## src/rtl/stat_pkg.sv

```systemverilog
// Shared types and helpers for the statistics sequencer.
// Latency: n/a (types, constants and pure functions only).
// Backpressure: n/a.
package stat_pkg;

   typedef enum logic [1:0] {
      ST_IDLE = 2'd0,
      ST_LOAD = 2'd1,
      ST_EXEC = 2'd2,
      ST_DONE = 2'd3
   } state_e;

   // Encoding equals the bit position in stat_mask / stat_valid.
   typedef enum logic [1:0] {
      STAT_VAR  = 2'd0,
      STAT_MEAN = 2'd1,
      STAT_MIN  = 2'd2,
      STAT_MAX  = 2'd3
   } stat_e;

   localparam logic [3:0] OP_MAX  = 4'b1000;
   localparam logic [3:0] OP_MIN  = 4'b0100;
   localparam logic [3:0] OP_MEAN = 4'b0010;
   localparam logic [3:0] OP_VAR  = 4'b0001;
   localparam logic [3:0] OP_IDLE = 4'b0000;

   typedef struct packed {
      logic  none;   // no set mask bit below cur
      stat_e stat;   // next stat when none is clear
   } next_stat_t;

   // Next requested stat strictly after cur in the order max > min > mean > var.
   function automatic next_stat_t next_stat(input logic [3:0] mask, input stat_e cur);
      next_stat_t r;
      r.none = 1'b1;
      r.stat = cur;
      case (cur)
         STAT_MAX: begin
            if (mask[2])      begin r.none = 1'b0; r.stat = STAT_MIN;  end
            else if (mask[1]) begin r.none = 1'b0; r.stat = STAT_MEAN; end
            else if (mask[0]) begin r.none = 1'b0; r.stat = STAT_VAR;  end
         end
         STAT_MIN: begin
            if (mask[1])      begin r.none = 1'b0; r.stat = STAT_MEAN; end
            else if (mask[0]) begin r.none = 1'b0; r.stat = STAT_VAR;  end
         end
         STAT_MEAN: begin
            if (mask[0])      begin r.none = 1'b0; r.stat = STAT_VAR;  end
         end
         default: r.none = 1'b1;
      endcase
      return r;
   endfunction

   // Highest-priority set bit; the caller guarantees mask is non-zero.
   function automatic stat_e first_stat(input logic [3:0] mask);
      next_stat_t r;
      r = next_stat(mask, STAT_MAX);
      return mask[3] ? STAT_MAX : r.stat;
   endfunction

   function automatic logic [3:0] stat_to_op(input stat_e s);
      logic [3:0] op;
      case (s)
         STAT_MAX:  op = OP_MAX;
         STAT_MIN:  op = OP_MIN;
         STAT_MEAN: op = OP_MEAN;
         default:   op = OP_VAR;
      endcase
      return op;
   endfunction

endpackage

```

## src/rtl/stat_sequencer_if.sv

```systemverilog
// Host/datapath bundle for the statistics sequencer; slave = sequencer side.
// Ports: job control (start, stat_mask), operand handshake (num_in/num_valid/num_ready),
//        datapath bus (numbers_o, op_o, result_i), results and status.
interface stat_sequencer_if;

   logic             start;
   logic [3:0]       stat_mask;
   logic [3:0]       num_in;
   logic             num_valid;
   logic             num_ready;
   logic [1:4][3:0]  numbers_o;
   logic [3:0]       op_o;
   logic [7:0]       result_i;
   logic [7:0]       max_q;
   logic [7:0]       min_q;
   logic [7:0]       mean_q;
   logic [7:0]       var_q;
   logic [3:0]       stat_valid;
   logic             busy;
   logic             done;

   modport master (
      output start, stat_mask, num_in, num_valid, result_i,
      input  num_ready, numbers_o, op_o, max_q, min_q, mean_q, var_q,
             stat_valid, busy, done
   );

   modport slave (
      input  start, stat_mask, num_in, num_valid, result_i,
      output num_ready, numbers_o, op_o, max_q, min_q, mean_q, var_q,
             stat_valid, busy, done
   );

endinterface

```

## src/rtl/stat_sequencer_loader.sv

```systemverilog
// Operand loader: accepts four serial operands into registers [1:4].
// Latency: operand visible on numbers_o the cycle after its accept; loaded_o pulses on the 4th accept.
// Backpressure: num_ready_o follows load_en_i; num_valid_i low simply stalls, no timeout.
// Ports: clk/rst, load_en_i (FSM in LOAD), clr_i (job start), num_in_i/num_valid_i,
//        num_ready_o, numbers_o, loaded_o.
module stat_operand_loader (
   input  logic             clk,
   input  logic             rst,
   input  logic             load_en_i,
   input  logic             clr_i,
   input  logic [3:0]       num_in_i,
   input  logic             num_valid_i,
   output logic             num_ready_o,
   output logic [1:4][3:0]  numbers_o,
   output logic             loaded_o
);

   logic [1:0]       idx_q, idx_d;
   logic [1:4][3:0]  numbers_q, numbers_d;
   logic             accept;

   assign accept      = load_en_i & num_valid_i;
   assign num_ready_o = load_en_i;
   assign loaded_o    = accept && (idx_q == 2'd3);
   assign numbers_o   = numbers_q;

   always_comb begin
      idx_d     = idx_q;
      numbers_d = numbers_q;
      if (clr_i) begin
         idx_d = 2'd0;
      end else if (accept) begin
         case (idx_q)
            2'd0:    numbers_d[1] = num_in_i;
            2'd1:    numbers_d[2] = num_in_i;
            2'd2:    numbers_d[3] = num_in_i;
            default: numbers_d[4] = num_in_i;
         endcase
         // Wraps to 0 after the 4th operand, ready for the next job.
         idx_d = idx_q + 2'd1;
      end
   end

   always_ff @(posedge clk) begin
      if (rst) begin
         idx_q     <= 2'd0;
         numbers_q <= '0;
      end else begin
         idx_q     <= idx_d;
         numbers_q <= numbers_d;
      end
   end

endmodule

```

## src/rtl/stat_sequencer.sv

```systemverilog
// Sequences the max/min/mean/var datapath: load 4 operands, step one-hot OP, capture results.
// Latency: 4 accepts + popcount(mask)*CALC_LAT EXEC cycles + 1 DONE cycle.
// Backpressure: stalls in LOAD while num_valid is low; start only honoured in IDLE.
// Ports: clk, rst (sync, active high), sif (slave side of stat_sequencer_if).
module stat_sequencer
   import stat_pkg::*;
#(
   parameter int CALC_LAT = 1   // cycles OP is held before result_i is sampled, 1..7
) (
   input  logic             clk,
   input  logic             rst,
   stat_sequencer_if.slave  sif
);

   localparam logic [2:0] CNT_LAST = 3'(CALC_LAT - 1);

   state_e      state_q, state_d;
   logic [3:0]  mask_q, mask_d;
   stat_e       cur_q, cur_d;
   logic [2:0]  cnt_q, cnt_d;
   logic [7:0]  max_q, max_d;
   logic [7:0]  min_q, min_d;
   logic [7:0]  mean_q, mean_d;
   logic [7:0]  var_q, var_d;
   logic [3:0]  stat_valid_q, stat_valid_d;

   logic        start_acc;
   logic        load_en;
   logic        loaded;
   logic        cap;
   next_stat_t  nxt;
   logic        busy;
   logic        done;
   logic [3:0]  op;

   stat_operand_loader u_loader (
      .clk         (clk),
      .rst         (rst),
      .load_en_i   (load_en),
      .clr_i       (start_acc),
      .num_in_i    (sif.num_in),
      .num_valid_i (sif.num_valid),
      .num_ready_o (sif.num_ready),
      .numbers_o   (sif.numbers_o),
      .loaded_o    (loaded)
   );

   assign start_acc = (state_q == ST_IDLE) & sif.start;
   assign cap       = (state_q == ST_EXEC) && (cnt_q == CNT_LAST);
   assign nxt       = next_stat(mask_q, cur_q);

   // FSM state register
   always_ff @(posedge clk) begin
      if (rst) state_q <= ST_IDLE;
      else     state_q <= state_d;
   end

   // FSM next state
   always_comb begin
      state_d = state_q;
      case (state_q)
         ST_IDLE: if (sif.start)         state_d = ST_LOAD;
         ST_LOAD: if (loaded)            state_d = ST_EXEC;
         ST_EXEC: if (cap && nxt.none)   state_d = ST_DONE;
         default:                        state_d = ST_IDLE;
      endcase
   end

   // FSM outputs; op is driven straight from cur_q so it only moves at stat boundaries.
   always_comb begin
      busy    = 1'b1;
      done    = 1'b0;
      load_en = 1'b0;
      op      = OP_IDLE;
      case (state_q)
         ST_IDLE: busy    = 1'b0;
         ST_LOAD: load_en = 1'b1;
         ST_EXEC: op      = stat_to_op(cur_q);
         default: done    = 1'b1;
      endcase
   end

   // Job datapath: mask latch, stat pointer, wait counter, result capture.
   always_comb begin
      mask_d       = mask_q;
      cur_d        = cur_q;
      cnt_d        = cnt_q;
      max_d        = max_q;
      min_d        = min_q;
      mean_d       = mean_q;
      var_d        = var_q;
      stat_valid_d = stat_valid_q;

      if (start_acc) begin
         // An empty mask means "everything".
         mask_d       = (sif.stat_mask == 4'b0000) ? 4'b1111 : sif.stat_mask;
         stat_valid_d = 4'b0000;
      end

      if (loaded) begin
         cur_d = first_stat(mask_q);
         cnt_d = 3'd0;
      end

      if (state_q == ST_EXEC) begin
         if (cap) begin
            case (cur_q)
               STAT_MAX:  max_d  = sif.result_i;
               STAT_MIN:  min_d  = sif.result_i;
               STAT_MEAN: mean_d = sif.result_i;
               default:   var_d  = sif.result_i;
            endcase
            stat_valid_d[cur_q] = 1'b1;
            cnt_d = 3'd0;
            if (!nxt.none) cur_d = nxt.stat;
         end else begin
            cnt_d = cnt_q + 3'd1;
         end
      end
   end

   always_ff @(posedge clk) begin
      if (rst) begin
         mask_q       <= 4'b0000;
         cur_q        <= STAT_MAX;
         cnt_q        <= 3'd0;
         max_q        <= 8'h00;
         min_q        <= 8'h00;
         mean_q       <= 8'h00;
         var_q        <= 8'h00;
         stat_valid_q <= 4'b0000;
      end else begin
         mask_q       <= mask_d;
         cur_q        <= cur_d;
         cnt_q        <= cnt_d;
         max_q        <= max_d;
         min_q        <= min_d;
         mean_q       <= mean_d;
         var_q        <= var_d;
         stat_valid_q <= stat_valid_d;
      end
   end

   assign sif.op_o       = op;
   assign sif.busy       = busy;
   assign sif.done       = done;
   assign sif.max_q      = max_q;
   assign sif.min_q      = min_q;
   assign sif.mean_q     = mean_q;
   assign sif.var_q      = var_q;
   assign sif.stat_valid = stat_valid_q;

endmodule

```

## src/flat_wrapper.sv

```systemverilog
// flat-port wrapper written by rule: the top's interface ports become plain ports
module stat_sequencer_flat import stat_pkg::*;
#(
   parameter int CALC_LAT = 1                                                        
)
  (clk, rst, sif_start, sif_stat_mask, sif_num_in, sif_num_valid, sif_result_i, sif_num_ready, sif_numbers_o, sif_op_o, sif_max_q, sif_min_q, sif_mean_q, sif_var_q, sif_stat_valid, sif_busy, sif_done);
  stat_sequencer_if sif_i ();
  input  logic clk;
  input  logic rst;
  input wire logic [$bits(sif_i.start)-1:0] sif_start;
  input wire logic [$bits(sif_i.stat_mask)-1:0] sif_stat_mask;
  input wire logic [$bits(sif_i.num_in)-1:0] sif_num_in;
  input wire logic [$bits(sif_i.num_valid)-1:0] sif_num_valid;
  input wire logic [$bits(sif_i.result_i)-1:0] sif_result_i;
  output wire logic [$bits(sif_i.num_ready)-1:0] sif_num_ready;
  output wire logic [$bits(sif_i.numbers_o)-1:0] sif_numbers_o;
  output wire logic [$bits(sif_i.op_o)-1:0] sif_op_o;
  output wire logic [$bits(sif_i.max_q)-1:0] sif_max_q;
  output wire logic [$bits(sif_i.min_q)-1:0] sif_min_q;
  output wire logic [$bits(sif_i.mean_q)-1:0] sif_mean_q;
  output wire logic [$bits(sif_i.var_q)-1:0] sif_var_q;
  output wire logic [$bits(sif_i.stat_valid)-1:0] sif_stat_valid;
  output wire logic [$bits(sif_i.busy)-1:0] sif_busy;
  output wire logic [$bits(sif_i.done)-1:0] sif_done;
  assign sif_i.start = sif_start;
  assign sif_i.stat_mask = sif_stat_mask;
  assign sif_i.num_in = sif_num_in;
  assign sif_i.num_valid = sif_num_valid;
  assign sif_i.result_i = sif_result_i;
  assign sif_num_ready = sif_i.num_ready;
  assign sif_numbers_o = sif_i.numbers_o;
  assign sif_op_o = sif_i.op_o;
  assign sif_max_q = sif_i.max_q;
  assign sif_min_q = sif_i.min_q;
  assign sif_mean_q = sif_i.mean_q;
  assign sif_var_q = sif_i.var_q;
  assign sif_stat_valid = sif_i.stat_valid;
  assign sif_busy = sif_i.busy;
  assign sif_done = sif_i.done;
  stat_sequencer #(.CALC_LAT(CALC_LAT)) u_core (.clk(clk), .rst(rst), .sif(sif_i));
endmodule
```

## config.mk

```make
export PLATFORM = sky130hd
export DESIGN_NAME = stat_sequencer_flat
export DESIGN_NICKNAME = d
export VERILOG_FILES = /design/src/rtl/stat_pkg.sv /design/src/rtl/stat_sequencer_if.sv /design/src/rtl/stat_sequencer_loader.sv /design/src/rtl/stat_sequencer.sv /design/src/flat_wrapper.sv
export SDC_FILE = /design/constraint.sdc
export NUM_CORES = 1
export LEC_CHECK = 0
export BUFFER_PORTS_ARGS = -buffer_cell sky130_fd_sc_hd__buf_2
export CORE_ASPECT_RATIO = 0.7
export CORE_MARGIN = 3
export CORE_UTILIZATION = 55
export CTS_BUF_LIST = sky130_fd_sc_hd__clkbuf_16
export DETAILED_ROUTE_END_ITERATION = 7
export HOLD_SLACK_MARGIN = 0.05
export MAX_ROUTING_LAYER = met4
export PLACE_DENSITY = 0.84
export SLEW_MARGIN = 20
export SYNTH_ARGS = -nofsm -noshare
export SYNTH_HDL_FRONTEND = slang
export SYNTH_SLANG_ARGS = --single-unit
```

## constraint.sdc

```tcl
create_clock -name clk -period 3.53 [get_ports clk]
set_clock_uncertainty 0.2 [all_clocks]
set_input_delay 0.353 -clock clk [delete_from_list [all_inputs] [get_ports clk]]
set_output_delay 0.353 -clock clk [all_outputs]
set_load 0.05 [all_outputs]
```

==> results.md <==
- Die Y: 65.7 µm
- Min-Delay Path Class: primary input to flip-flop
- First-pass GRT wire length: 11.3 mm
- Period utilisation layout: 61.7%
- Dpl cells: 452
- Syn. warnings: 0
- Area grow syn2layout: 27.1%
- Max Cap Viol: 0
- Routed vias/inst: 5.37
- Initial drt markers: 170
- Cell Count, Final, Fillers Out: 468
- CP Launch Type: flip-flop
- Post-synth EDFFs: 0
- Worst-Skew Late Latency: 0.33 ns
- Row cnt: 21
- Slew at the pin with the worst max-slew slack: 0.675 ns
- Worst rel slew slack: 54.4%
- Dpl ws: 1.52 ns
- P_leak: 1.69 nW
- Syn nets: 354
- CTS tree: built
- Clk sink count: 65
- Vias after detailed routing: 2511
- # IOs: 79
- Max stage delay on crit path: 0.38 ns
- Worst-path clk slew: 0.05 ns
- Unique masters post-synth: 36
- Avg Inst Size Synth: 8.78 µm²
- Largest net degree at the start of global routing: 60
- Max Root-Sink Buffers: 2
- Final #Nets: 429
- Die X: 91.3 µm
- First-pass DRT Iterations: 4
- Top cell family by delay on the critical path: adder cells
- Num CTS Buffers: 9
- Post-CTS Hold Buffers: 0
- HPWL after detailed placement: 5.03 mm
- Post-Place Cell Area: 3220 µm²
- Switching share of power: 33.1%
- Crit path DAT: 1.63 ns
- Post_cts resized: 0
- Post-CTS Setup Bufs: 0
- Cell area power density: 716 nW/µm²
- Type of destination of the critical path: output port
- # setup viols final: 0
- Crit Path Max Fanout: 12
- Total gr overflow: 0
- Detailed Route WL: 7.12 mm
- PnR worst setup slack: 1.35 ns
- Seq/Total Area, Yosys: 46.4%
- Critical Path RT: 2.98 ns
- Commonest register cell after synthesis: dfxtp_1
- Clock Power Share: 39.0%
- RSZ-0062 raised after global routing: no
- Routed wire per std cell: 15.2 µm
- Max frequency: 0.459 GHz
- Min Clock Period, post-route: 2.18 ns
- Total Power: 2.55 mW
- Most frequent cells in the layout: buf_2 (78), nand2_1 (76), dfxtp_1 (65)
- CP max stage cell: ha_1
- DRC violations left: 0
- Diode count: 0
- Initial core utilization: 57.9%
- Die ar.: 6000 µm²
- Number of antenna violations at the first check in global routing: 0
- Hold_ws: 0.103 ns
- Layout cells sized above 1: 25.3%
- IO buf count: 78
- CORE AREA: 4830 µm²
- Gate power share: 27.3%
- Core Util, Final: 73.6%
- Status: finished clean
- Gr usage total: 25.1%
- Sequence of cells on the critical path: inv_1 > ha_1 > and2_1 > buf_2
- Root Driver: clkbuf_16
- Net Sw Power: 0.844 mW
- RD Place Congestion: 0.885
- Seq pwr share: 33.7%
- Internal: 1.70 mW
- Synth Register Bits: 65
- Finished Cell Area: 3560 µm²
- Post-synth ARST share: 0%
- Vias in the first global route: 2416
- VDD IR max: 0.373 mV
- Crit path buf inv count: 2
- Most common cell after layout, fill and taps aside: buf_2
- Final hold vios: 0
- Critical path class: flip-flop to output port
- DRT antenna net count: 0
- H-tree levels: 3
- Cell area after synthesis: 2800 µm²
- Max Slew Vio Count: 0
- Mapped Cells: 319
- Setup TNS: 0 ns
==> cells in the mapped netlist, drive strengths merged, types with 2 or more instances <==
library cell	count	share of area, %
ha	15	6.7
nor2b	6	1.3
clkbuf	9	1.2
o221a	4	1.6
buf	6	0.98
o21bai	2	0.67
inv	10	1.3
mux2i	20	7.1
a22oi	2	0.54
nand2b	2	0.45
and2	11	2.5
o21ai	2	0.36
o21a	2	0.54
a21oi	39	7.0
dfxtp	65	46
nor2	23	3.1
nand2	76	10
nor3	5	0.89
nand3	5	0.89
==> cells by family (layout without fill, tap and decap cells) <==
family	after synthesis	after routing	synth area share, %
AO/OA/AOI/OAI	59	59	13.8
XOR/XNOR	1	1	0.313
adder cells (fa/ha/maj)	15	15	6.70
buffers and inverters	25	105	3.53
flip-flops	65	65	46.4
multiplexers	20	20	7.15
AND/OR/NAND/NOR	134	134	22.1
==> power by group through the flow <==
stage	clock [mW]	combinational (mW)	sequential, mW
final	0.995	0.696	0.859
after global placement	0	0.672	0.866
after detailed placement	0	0.683	0.870
after CTS	0.997	0.697	0.856
after floorplan	0	0.443	0.961
after global routing	1.03	0.754	0.865
==> sequential cells by signal (all words and copies together), names as in the netlist <==
name,flops
u_core.cur_q,2
u_core.u_loader.numbers_o,16
u_core.sif.min_q,8
u_core.state_q,2
u_core.sif.max_q,8
u_core.sif.stat_valid,4
u_core.u_loader.idx_q,2
u_core.sif.var_q,8
u_core.mask_q,4
u_core.cnt_q,3
u_core.sif.mean_q,8
==> metal layers <==
metal  up-vias  track usage, %  wire [µm]
li1       1229               -          -
met1      1152            30.4       3040
met2       109            38.6       3310
met3        21            8.35        608
met4         0            10.7        170
met5         -               -          0
==> layout make-up <==
class | instances | area [µm²]
clock buffer | 9 | 225
tap | 69 | 86.3
inverter | 10 | 37.5
clock inverter | 7 | 110
multi-input combinational | 229 | 1400
sequential | 65 | 1300
fill | 377 | 1270
timing repair buffer | 79 | 398
==> path summary, 6_finish.rpt <==
kind	from	to	slack, ns	cells after the start
max	u_core.state_q[0]	sif_op_o[3]	1.35	4
min reg2reg	u_core.sif.var_q[0]	u_core.sif.var_q[0]	0.25	2
max reg2reg	u_core.state_q[0]	u_core.sif.max_q[6]	1.38	6
min	sif_stat_mask[2]	u_core.mask_q[2]	0.10	2
==> worst register-to-register path, cell delays in order (launching register included) <==
cell     delay [ns]
dfxtp_1        0.34
inv_1          0.09
ha_1           0.38
and3b_1        0.40
and2_1         0.39
nand2_1        0.11
a21oi_1        0.16
Note: power is estimated with default switching activity, not from simulation.
